==> src/rtl/seg7_scan_controller_pkg.sv <==
// Shared seven-segment character constants and display-mode type.
// Glyphs are active-low, bit order {g,f,e,d,c,b,a}.
package seg7_scan_controller_pkg;

  localparam logic [6:0] CHAR_ZERO  = 7'h40;
  localparam logic [6:0] CHAR_ONE   = 7'h79;
  localparam logic [6:0] CHAR_TWO   = 7'h24;
  localparam logic [6:0] CHAR_THREE = 7'h30;
  localparam logic [6:0] CHAR_FOUR  = 7'h19;
  localparam logic [6:0] CHAR_FIVE  = 7'h12;
  localparam logic [6:0] CHAR_SIX   = 7'h02;
  localparam logic [6:0] CHAR_SEVEN = 7'h78;
  localparam logic [6:0] CHAR_EIGHT = 7'h00;
  localparam logic [6:0] CHAR_NINE  = 7'h10;
  localparam logic [6:0] CHAR_A     = 7'h08;
  localparam logic [6:0] CHAR_B     = 7'h03;
  localparam logic [6:0] CHAR_C     = 7'h46;
  localparam logic [6:0] CHAR_D     = 7'h21;
  localparam logic [6:0] CHAR_E     = 7'h06;
  localparam logic [6:0] CHAR_F     = 7'h0E;

  localparam logic [6:0] SEG_BLANK  = 7'h7F;
  localparam logic [3:0] AN_OFF     = 4'hF;
  localparam int unsigned NUM_DIGITS = 4;
  localparam int unsigned DIGIT_W    = $clog2(NUM_DIGITS);

  typedef enum logic {
    ModeHex    = 1'b0,
    ModeOpcode = 1'b1
  } disp_mode_e;

endpackage

==> src/rtl/seg7_scan_controller_if.sv <==
// Display-update valid/ready channel between the requester and the scan controller.
interface seg7_scan_controller_if;
  logic        upd_valid;
  logic        upd_ready;
  logic        upd_mode;
  logic [15:0] upd_value;

  modport master (
    output upd_valid,
    output upd_mode,
    output upd_value,
    input  upd_ready
  );

  modport slave (
    input  upd_valid,
    input  upd_mode,
    input  upd_value,
    output upd_ready
  );
endinterface

==> src/rtl/seg7_slot_timer.sv <==
// Digit-slot timer: cycles per slot, slot index and the anti-ghosting blank window.
module seg7_slot_timer
  import seg7_scan_controller_pkg::*;
#(
  parameter int unsigned PRESCALE     = 100000,
  parameter int unsigned BLANK_CYCLES = 4
) (
  input  logic               clk,
  input  logic               reset,
  output logic [DIGIT_W-1:0] idx,
  output logic               tick,
  output logic               blank
);

  localparam int unsigned CW = $clog2(PRESCALE);

  logic [CW-1:0]      cnt_q;
  logic [DIGIT_W-1:0] idx_q;

  assign tick  = (cnt_q == CW'(PRESCALE - 1));
  assign blank = (cnt_q < CW'(BLANK_CYCLES));
  assign idx   = idx_q;

  always_ff @(posedge clk) begin
    if (reset) begin
      cnt_q <= '0;
      idx_q <= '0;
    end else if (tick) begin
      cnt_q <= '0;
      idx_q <= idx_q + DIGIT_W'(1);
    end else begin
      cnt_q <= cnt_q + CW'(1);
    end
  end

endmodule

==> src/rtl/seg7_scan_controller.sv <==
// Four-digit multiplexed seven-segment driver with frame-aligned content updates.
// Optional digit blinking is enabled by defining SEG7_BLINK_EN.
module seg7_scan_controller
  import seg7_scan_controller_pkg::*;
#(
  parameter int unsigned PRESCALE     = 100000,
  parameter int unsigned BLANK_CYCLES = 4
`ifdef SEG7_BLINK_EN
  ,
  parameter int unsigned BLINK_FRAMES = 250
`endif
) (
  input  logic                         clk,
  input  logic                         reset,
  input  logic                         disp_en,
  seg7_scan_controller_if.slave        upd,
  output logic [3:0]                   opcode_sel,
  input  logic [27:0]                  opcode_glyphs,
  output logic [6:0]                   seg,
  output logic [3:0]                   an,
  output logic                         frame_done
`ifdef SEG7_BLINK_EN
  ,
  input  logic [3:0]                   blink_mask
`endif
);

  function automatic logic [6:0] hex_glyph(input logic [3:0] nib);
    logic [6:0] g;
    unique case (nib)
      4'h0: g = CHAR_ZERO;
      4'h1: g = CHAR_ONE;
      4'h2: g = CHAR_TWO;
      4'h3: g = CHAR_THREE;
      4'h4: g = CHAR_FOUR;
      4'h5: g = CHAR_FIVE;
      4'h6: g = CHAR_SIX;
      4'h7: g = CHAR_SEVEN;
      4'h8: g = CHAR_EIGHT;
      4'h9: g = CHAR_NINE;
      4'hA: g = CHAR_A;
      4'hB: g = CHAR_B;
      4'hC: g = CHAR_C;
      4'hD: g = CHAR_D;
      4'hE: g = CHAR_E;
      default: g = CHAR_F;
    endcase
    return g;
  endfunction

  logic [DIGIT_W-1:0] idx;
  logic               tick;
  logic               blank;
  logic               frame_end;
  logic               blink_off;

  logic               pending_q;
  disp_mode_e         pend_mode_q;
  logic [15:0]        pend_value_q;
  disp_mode_e         act_mode_q;
  logic [15:0]        act_value_q;
  logic [6:0]         seg_q, seg_d;
  logic [3:0]         an_q, an_d;
  logic               frame_done_q;
  logic [3:0]         nibble;
  logic [6:0]         glyph;

  seg7_slot_timer #(
    .PRESCALE     (PRESCALE),
    .BLANK_CYCLES (BLANK_CYCLES)
  ) u_slot_timer (
    .clk   (clk),
    .reset (reset),
    .idx   (idx),
    .tick  (tick),
    .blank (blank)
  );

  assign frame_end     = tick && (idx == DIGIT_W'(NUM_DIGITS - 1));
  assign upd.upd_ready = ~pending_q;
  assign opcode_sel    = act_value_q[3:0];
  assign seg           = seg_q;
  assign an            = an_q;
  assign frame_done    = frame_done_q;

`ifdef SEG7_BLINK_EN
  localparam int unsigned FW = (BLINK_FRAMES > 1) ? $clog2(BLINK_FRAMES) : 1;

  logic [FW-1:0] frame_cnt_q;
  logic          blink_phase_q;

  always_ff @(posedge clk) begin
    if (reset) begin
      frame_cnt_q   <= '0;
      blink_phase_q <= 1'b0;
    end else if (frame_done_q) begin
      if (frame_cnt_q == FW'(BLINK_FRAMES - 1)) begin
        frame_cnt_q   <= '0;
        blink_phase_q <= ~blink_phase_q;
      end else begin
        frame_cnt_q <= frame_cnt_q + FW'(1);
      end
    end
  end

  assign blink_off = blink_phase_q && blink_mask[idx];
`else
  assign blink_off = 1'b0;
`endif

  always_comb begin
    an_d   = AN_OFF;
    seg_d  = SEG_BLANK;
    nibble = 4'h0;
    glyph  = SEG_BLANK;
    if (!blank && disp_en) an_d = ~(4'b1000 >> idx);
    // idx 0 is the leftmost digit: MS nibble and MS glyph field.
    unique case (idx)
      2'd0: begin nibble = act_value_q[15:12]; glyph = opcode_glyphs[27:21]; end
      2'd1: begin nibble = act_value_q[11:8];  glyph = opcode_glyphs[20:14]; end
      2'd2: begin nibble = act_value_q[7:4];   glyph = opcode_glyphs[13:7];  end
      2'd3: begin nibble = act_value_q[3:0];   glyph = opcode_glyphs[6:0];   end
      default: ;
    endcase
    seg_d = (act_mode_q == ModeHex) ? hex_glyph(nibble) : glyph;
    if (blink_off) seg_d = SEG_BLANK;
  end

  always_ff @(posedge clk) begin
    if (reset) begin
      pending_q    <= 1'b0;
      pend_mode_q  <= ModeHex;
      pend_value_q <= '0;
      act_mode_q   <= ModeHex;
      act_value_q  <= '0;
      seg_q        <= SEG_BLANK;
      an_q         <= AN_OFF;
      frame_done_q <= 1'b0;
    end else begin
      seg_q        <= seg_d;
      an_q         <= an_d;
      frame_done_q <= frame_end;
      // Apply only at frame end so a frame is never torn; capture is blocked while pending.
      if (frame_end && pending_q) begin
        act_mode_q  <= pend_mode_q;
        act_value_q <= pend_value_q;
        pending_q   <= 1'b0;
      end else if (upd.upd_valid && !pending_q) begin
        pend_mode_q  <= disp_mode_e'(upd.upd_mode);
        pend_value_q <= upd.upd_value;
        pending_q    <= 1'b1;
      end
    end
  end

endmodule

==> src/flat_wrapper.sv <==
// flat-port wrapper written by rule: the top's interface ports become plain ports
module seg7_scan_controller_flat import seg7_scan_controller_pkg::*;
#(
  parameter int unsigned PRESCALE     = 100000,
  parameter int unsigned BLANK_CYCLES = 4

)
  (clk, reset, disp_en, opcode_sel, opcode_glyphs, seg, an, frame_done, upd_upd_valid, upd_upd_mode, upd_upd_value, upd_upd_ready);
  seg7_scan_controller_if upd_i ();
  input  logic clk;
  input  logic reset;
  input  logic disp_en;
  output logic [3:0] opcode_sel;
  input  logic [27:0] opcode_glyphs;
  output logic [6:0] seg;
  output logic [3:0] an;
  output logic frame_done;
  input wire logic [$bits(upd_i.upd_valid)-1:0] upd_upd_valid;
  input wire logic [$bits(upd_i.upd_mode)-1:0] upd_upd_mode;
  input wire logic [$bits(upd_i.upd_value)-1:0] upd_upd_value;
  output wire logic [$bits(upd_i.upd_ready)-1:0] upd_upd_ready;
  assign upd_i.upd_valid = upd_upd_valid;
  assign upd_i.upd_mode = upd_upd_mode;
  assign upd_i.upd_value = upd_upd_value;
  assign upd_upd_ready = upd_i.upd_ready;
  seg7_scan_controller #(.PRESCALE(PRESCALE), .BLANK_CYCLES(BLANK_CYCLES)) u_core (.clk(clk), .reset(reset), .disp_en(disp_en), .upd(upd_i), .opcode_sel(opcode_sel), .opcode_glyphs(opcode_glyphs), .seg(seg), .an(an), .frame_done(frame_done));
endmodule
==> config.mk <==
export PLATFORM = sky130hd
export DESIGN_NAME = seg7_scan_controller_flat
export DESIGN_NICKNAME = d
export VERILOG_FILES = /design/src/rtl/seg7_scan_controller_pkg.sv /design/src/rtl/seg7_scan_controller_if.sv /design/src/rtl/seg7_slot_timer.sv /design/src/rtl/seg7_scan_controller.sv /design/src/flat_wrapper.sv
export SDC_FILE = /design/constraint.sdc
export NUM_CORES = 1
export LEC_CHECK = 0
export BUFFER_PORTS_ARGS = -buffer_cell sky130_fd_sc_hd__buf_4
export CAP_MARGIN = 20
export CORE_ASPECT_RATIO = 1.75
export CORE_MARGIN = 3
export CORE_UTILIZATION = 35
export DETAILED_ROUTE_END_ITERATION = 8
export PLACE_DENSITY_LB_ADDON = 0.12
export SLEW_MARGIN = 0
export SYNTH_ARGS = -nofsm -noshare
export SYNTH_HDL_FRONTEND = slang
export SYNTH_SLANG_ARGS = --single-unit
==> constraint.sdc <==
create_clock -name clk -period 4.1 [get_ports clk]
set_input_delay 0.41 -clock clk [delete_from_list [all_inputs] [get_ports clk]]
set_output_delay 0.41 -clock clk [all_outputs]
set_load 0.01 [all_outputs]
# ---- Word-level counts from Yosys, hierarchy flattened
# Memories as Yosys holds them, arrays and structs flattened.
# Cells that the tools add are included.
dict set report classes {
  n_lt_le_gt_ge 1
  mux 3
  shift 1
  reduce_logical 11
  addsub 2
  n_bitwise 4
  eq_ne 4
}
# operator count
set op_table {}
lappend op_table {{case mux 7 bit (4 select lines)} 1}
lappend op_table {{adder 17 x 1 -> 17 bit (second input constant)} 1}
lappend op_table {{== test 17 bit (second input constant)} 1}
lappend op_table {{< comparator 17 x 3 -> 1 bit (second input constant)} 1}
lappend op_table {{case mux 4 bit (4 select lines)} 1}
lappend op_table {{2-to-1 mux 7 bit} 1}
lappend op_table {{OR reduction 2 bit} 3}
lappend op_table {{== test 2 bit (second input constant)} 2}
lappend op_table {{logical AND 1 bit} 4}
lappend op_table {{inverter 4 bit} 1}
lappend op_table {{right shift 4 x 2 -> 4 bit (first input constant)} 1}
lappend op_table {{inverter 1 bit} 3}
lappend op_table {{adder 2 x 1 -> 2 bit (second input constant)} 1}
lappend op_table {{== test 2 x 1 -> 1 bit (second input constant)} 1}
lappend op_table {{zero test 1 bit} 2}
lappend op_table {{zero test 2 bit} 1}
lappend op_table {{AND reduction 2 bit} 1}
dict set report word_totals {
  word_cells 37
  inputBits 49
  memories 1
  reg_bits 66
  out_inout_bits 17
  mem_bits_ro 112
}
# name depth width read_ports rd_clocked_by_memory_dff write_ports line
set memory_table {}
lappend memory_table {{(no name shown)} 16 7 1 0 0 seg7_scan_controller.sv:30} ;# unique case (nib)

# ---- Longest topological paths before layout
dict set report depth {
  ltp_word 5
  mapped_depth 11
  depth_no_buf 10
}

# ---- Cells and area by module
# From an unflattened synthesis, not the netlist that was laid out.
dict set report unflattened {
  hier_cells 345
  area_unflattened_um2 3022.9
}
# module seq_area_each_um2 instances area_each_um2 cells_per_inst
set modules_own_cells {}
lappend modules_own_cells {seg7_scan_controller 940.9 1 2148.3 246}
lappend modules_own_cells {seg7_slot_timer 380.4 1 874.6 99}

# ---- Worst setup path after synthesis
# OpenSTA, ideal clock, no wires.
dict set report synth_path {
  path_type {reg-to-reg}
  start {reg u_core.u_slot_timer.idx_q[0] (netlist: u_core.u_slot_timer.idx[0])}
  end {reg u_core.seg_q[3] (netlist: u_core.seg[3])}
  required_time_ps 3964
  setup_time_ps 136
  stages_incl_launch_ff 12
  setup_slack_ps 1734
  period_less_slack_ps 2366
  arrival_time_ps 2230
  n_path_buf 1
  path_cell_list {dfxtp_1 > inv_1 > ha_1 > clkbuf_1 > a222oi_1 > mux2i_1 > inv_1 > ha_1 > inv_1 > o211a_1 > a2111oi_0 > a211oi_1}
}
dict set report synth_between {
  elab_chain_cells 4
  elab_cells_between_ends 8
  cone_classes {eq/ne: 3; mux: 3; reduce/logical: 1; memory: 1}
}
# element line
set synth_lines {}
lappend synth_lines {{start: declaration} seg7_slot_timer.sv:18} ;# logic [DIGIT_W-1:0] idx_q;
lappend synth_lines {{start signal: assignment} seg7_slot_timer.sv:30} ;# idx_q <= idx_q + DIGIT_W'(1);
lappend synth_lines {{== test 2 bit (tied with other cells)} seg7_scan_controller.sv:118} ;# unique case (idx)
lappend synth_lines {{case mux 4 bit (4 select lines)} seg7_scan_controller.sv:118}
lappend synth_lines {{memory (16 x 7 bit)} n/a}
lappend synth_lines {{2-to-1 mux 7 bit (*)} seg7_scan_controller.sv:125} ;# seg_d = (act_mode_q == ModeHex) ? hex_glyph(nibble) : glyph;
lappend synth_lines {{end signal: assignment} seg7_scan_controller.sv:140} ;# seg_q <= seg_d;
lappend synth_lines {{end: declaration} seg7_scan_controller.sv:62} ;# logic [6:0] seg_q, seg_d;
# Mark *: on every way between the ends. The rest lies on a longest branch, timed or not.
# A chain may end at the register's enable or synchronous reset.

# ---- Final worst setup path
# Ends and elaborated chain as after synthesis.

==> flow_summary.rst <==
.. list-table::
   :header-rows: 1

   * - Metric
     - Value
   * - CP peak stage delay
     - 0.50 ns
   * - Met1 track demand over resource
     - 0.184
   * - Post-synthesis mux area share
     - 0.00634
   * - Total global-route track usage
     - 0.171
   * - Power density over cell area
     - roughly 370 mW/mm²
   * - Clk root buf
     - sky130_fd_sc_hd__clkbuf_16
   * - Initial detailed-routing violation count
     - ~190
   * - Post-synthesis share of cell area spent on xor and xnor gates
     - 0.0333
   * - Total nets after synthesis
     - between 400 and 500
   * - Clock transition at the registers of the reported paths
     - about 0.060 ns
   * - Worst-Skew Late Latency
     - ~0.33 ns
   * - Mean instance size in the synthesized netlist
     - between 8 and 9 µm²
   * - Top Family by Delay on Critical Path
     - compound AO/OA/AOI/OAI gates
   * - Final Cycle Share
     - 0.732
   * - CTS resizes
     - 0
   * - Via count of the first global-routing pass
     - around 2800
   * - Largest net degree at the start of global routing
     - 47
   * - RSZ-0062 raised after global routing
     - false
   * - Post-CTS setup buffer count
     - 0
   * - Critical-path maximum fanout
     - 16
   * - Share of post-route cells with drive strength above 1
     - 0.203
   * - Share of flip-flops with an asynchronous set or reset after synthesis
     - 0
   * - Arithmetic-cell share of the synthesized area counting full adders, half adders and majority gates
     - 0.0476
   * - CTS Sinks
     - 66
   * - Dominant register cell in the synthesized netlist
     - sky130_fd_sc_hd__dfxtp_1
   * - Met3 layer usage reported by global route
     - 0.0350
   * - TritonCTS clock tree
     - built
   * - Initial antenna violation count
     - 0
   * - Effective utilization at floorplan
     - 0.362
   * - Level count of the clock H-tree
     - 3
   * - Slew at the pin closest to its max-slew limit
     - 0.865 ns
   * - Yosys synthesis warning count
     - 0
   * - Final hold slack
     - 0.331 ns
   * - DIE AREA
     - about 0.010 mm²
   * - Dominant cells by area after synthesis
     - sky130_fd_sc_hd__dfxtp_1 42%, sky130_fd_sc_hd__a21oi_1 8.2%, sky130_fd_sc_hd__nand2_1 6.1%, sky130_fd_sc_hd__ha_1 4.8%, sky130_fd_sc_hd__nand3_1 4.3%
   * - Vias
     - roughly 2900
   * - Number of cells in the design after placement
     - around 540
   * - Maximum VDD drop
     - roughly 0.00021 V
   * - Post-synthesis sequential area ratio
     - 0.419
   * - Relative area change from synthesis to final layout
     - 24.2%
   * - Die span in y
     - 132 µm
   * - Maximum frequency from static timing analysis
     - about 0.33 GHz
   * - Placer Congestion
     - roughly 0.93
   * - Flops & latches, synth
     - 66
   * - Outcome
     - finished clean
   * - Routed Wire Length
     - 8.48 mm
   * - Busiest layer in global routing
     - met2
   * - Leakage
     - 1.48 nW
   * - Worst Path Arrival
     - ~3.2 ns
   * - Most used standard cell by instance count after synthesis
     - sky130_fd_sc_hd__dfxtp_1
   * - Average wire length per cell after detail routing
     - ~15 µm
   * - Final hold viol count
     - 0
   * - Post-Syn Area
     - approximately 0.0032 mm²
   * - Worst-path cell chain
     - inv_1 > ha_1 > inv_1 > a21oi_1 > inv_1 > ha_1 > inv_1 > o211a_1 > a2111oi_0 > a211oi_1
   * - Critical-path cell with the highest stage delay
     - sky130_fd_sc_hd__ha_1
   * - Number of enable flip-flop cells after synthesis
     - 0
   * - Detail Placement HPWL
     - ~6.2 mm
   * - Leading post-synthesis cells by instance count
     - 66 x sky130_fd_sc_hd__dfxtp_1, 52 x sky130_fd_sc_hd__a21oi_1, 51 x sky130_fd_sc_hd__nand2_1
   * - WP buf/inv
     - 4
   * - Avg Vias per Cell
     - 5.14
   * - Accumulated negative setup slack
     - 0 ns
   * - Storage cell area
     - between 0.001 and 0.0015 mm²
   * - Count of endpoints failing setup in the final report
     - 0
   * - Final cell count without fillers
     - approximately 560
   * - Min Clock Period, post-route
     - around 3 ns
   * - Compound-Gate Fraction of Synth Area
     - 0.212
   * - Type of origin of the critical path
     - flop
   * - I/O pin count
     - 66
   * - Number of pins exceeding their max-slew limit in the final report
     - 0
   * - Number of remaining DRC errors
     - 0
   * - Clock Tree Buf Depth
     - 2
   * - Multi-input gate area
     - around 0.0016 mm²
   * - Row count
     - 45
   * - Count of input and output buffers
     - 65
   * - Clock Skews
     - around 0.0074 ns
   * - Fraction of post-synthesis cell area in the top cell type by area
     - 0.419
   * - Distinct cell type count of the synthesized netlist
     - 45
   * - Count of antenna-violating nets left after detailed routing
     - 0
   * - Required time at the worst-slack endpoint
     - roughly 4.3 ns
   * - Post-synthesis simple-gate area fraction
     - 0.217
   * - Worst Path Class, Setup
     - flop to flop
   * - Horizontal die dimension
     - a little under 80 µm
   * - Max Cap Violations
     - 0
   * - Filler instances
     - a little over 900
   * - Cells after synthesis
     - about 390
   * - Count of hold buffers inserted by post-cts repair
     - 0
   * - Worst Hold Class
     - input pin to flop
   * - Endpoint kind of the worst setup timing path
     - flop
   * - Largest area contributor in the netlist
     - sky130_fd_sc_hd__dfxtp_1
   * - Detailed-router iteration count before antenna repair
     - 4
   * - Global-route wire length before repair
     - between 10 and 15 mm
   * - Number of antenna cells inserted
     - 0
   * - Worst relative slew slack
     - 0.423
   * - Number of nets in the layout
     - around 490
   * - Routing usage on met2
     - 0.303
   * - Largest family of logic cells by synthesized area
     - simple AND/OR/NAND/NOR gates
   * - Placeable core region
     - 0.00873 mm²
   * - Most used cell, CP
     - sky130_fd_sc_hd__inv_1
   * - Total congestion overflow after global routing
     - 0
   * - Total CTS buffers
     - 9
kinds of logic after synthesis:
| family | after synthesis |
|---|---|
| flip-flops | 66 |
| multiplexers | 2 |
| adder cells (fa/ha/maj) | 12 |
| AND/OR/NAND/NOR | 141 |
| XOR/XNOR | 12 |
| AO/OA/AOI/OAI | 109 |
| buffers and inverters | 43 |
where the power goes:
part	internal, W	total (W)	switching (W)	leakage (nW)
Combinational	0.0000487	0.0000878	0.0000391	0.801
Sequential	0.000658	0.000668	0.00000964	0.538
Clock	0.000419	0.000685	0.000266	0.138
Total	0.00113	0.00144	0.000315	1.48
worst reg2reg max path, delay by kind of cell (launching register included):
kind	cells	cell delay (ns)
adder cells (fa/ha/maj)	2	0.81
buffers and inverters	4	0.68
flip-flops	1	0.33
AO/OA/AOI/OAI	4	1.07
flip-flops by register name (all words and copies together), names as in the netlist:
register	flops
u_core.pend_mode_q	1
u_core.frame_done	1
u_core.an	4
u_core.u_slot_timer.cnt_q	17
u_core.act_value_q	16
u_core.pend_value_q	16
u_core.act_mode_q	1
u_core.u_slot_timer.idx	2
u_core.seg	7
u_core.pending_q	1
layer usage:
layer | up-vias | routed length [µm]
met1 | 1318 | 3370
li1 | 1466 | -
met5 | - | 0
met3 | 18 | 319
met4 | 0 | 267
met2 | 53 | 4520
cells in the final DEF (no fill, tap or decap), types with 3 or more instances in the layout:
cell / n
sky130_fd_sc_hd__a211oi_1: 4
sky130_fd_sc_hd__a21o_1: 3
sky130_fd_sc_hd__a21oi_1: 52
sky130_fd_sc_hd__a222oi_1: 10
sky130_fd_sc_hd__a31oi_1: 3
sky130_fd_sc_hd__buf_4: 67
sky130_fd_sc_hd__clkbuf_16: 9
sky130_fd_sc_hd__clkinv_2: 5
sky130_fd_sc_hd__dfxtp_1: 66
sky130_fd_sc_hd__ha_1: 12
sky130_fd_sc_hd__inv_1: 13
sky130_fd_sc_hd__nand2_1: 51
sky130_fd_sc_hd__nand2b_1: 6
sky130_fd_sc_hd__nand3_1: 27
sky130_fd_sc_hd__nand4_1: 7
sky130_fd_sc_hd__nor2_1: 21
sky130_fd_sc_hd__nor2b_1: 4
sky130_fd_sc_hd__nor3_1: 6
sky130_fd_sc_hd__nor4_1: 4
sky130_fd_sc_hd__o21ai_0: 20
sky130_fd_sc_hd__o21ai_1: 3
sky130_fd_sc_hd__or3_1: 4
sky130_fd_sc_hd__xnor2_1: 6
sky130_fd_sc_hd__xor2_1: 6
metrics by stage:
step | utilization | instance area [µm²] | power, W | worst slack, ns
floorplan | - | 3160 | 0.000718 | 1.73
global placement | 0.417 | 3640 | 0.000769 | 1.18
detailed placement | 0.417 | 3640 | 0.000770 | 1.12
CTS | 0.448 | 3910 | 0.00146 | 1.11
global route | 0.449 | 3920 | 0.00150 | 0.737
finish | 0.449 | 3920 | 0.00144 | 1.10
final timing paths:
check | depth (start not counted) | slack, ns | from | endpoint
worst max-delay path | 10 | 1.10 | u_core.u_slot_timer.idx[0] | u_core.seg[3]
worst min-delay path | 3 | 0.33 | upd_upd_value[14] | u_core.pend_value_q[14]
worst max register to register | 10 | 1.10 | u_core.u_slot_timer.idx[0] | u_core.seg[3]
worst min register to register | 2 | 0.46 | u_core.pend_mode_q | u_core.pend_mode_q
final cells by class:
| type | count | share of cell area |
|---|---|---|
| Inverter | 13 | 0.0124 |
| Sequential cell | 66 | 0.337 |
| Clock inverter | 6 | 0.00830 |
| Tap cell | 117 | 0.0373 |
| Multi-Input combinational cell | 276 | 0.416 |
| Timing Repair Buffer | 67 | 0.128 |
| Clock buffer | 10 | 0.0610 |
(Power assumes the default switching activity.)
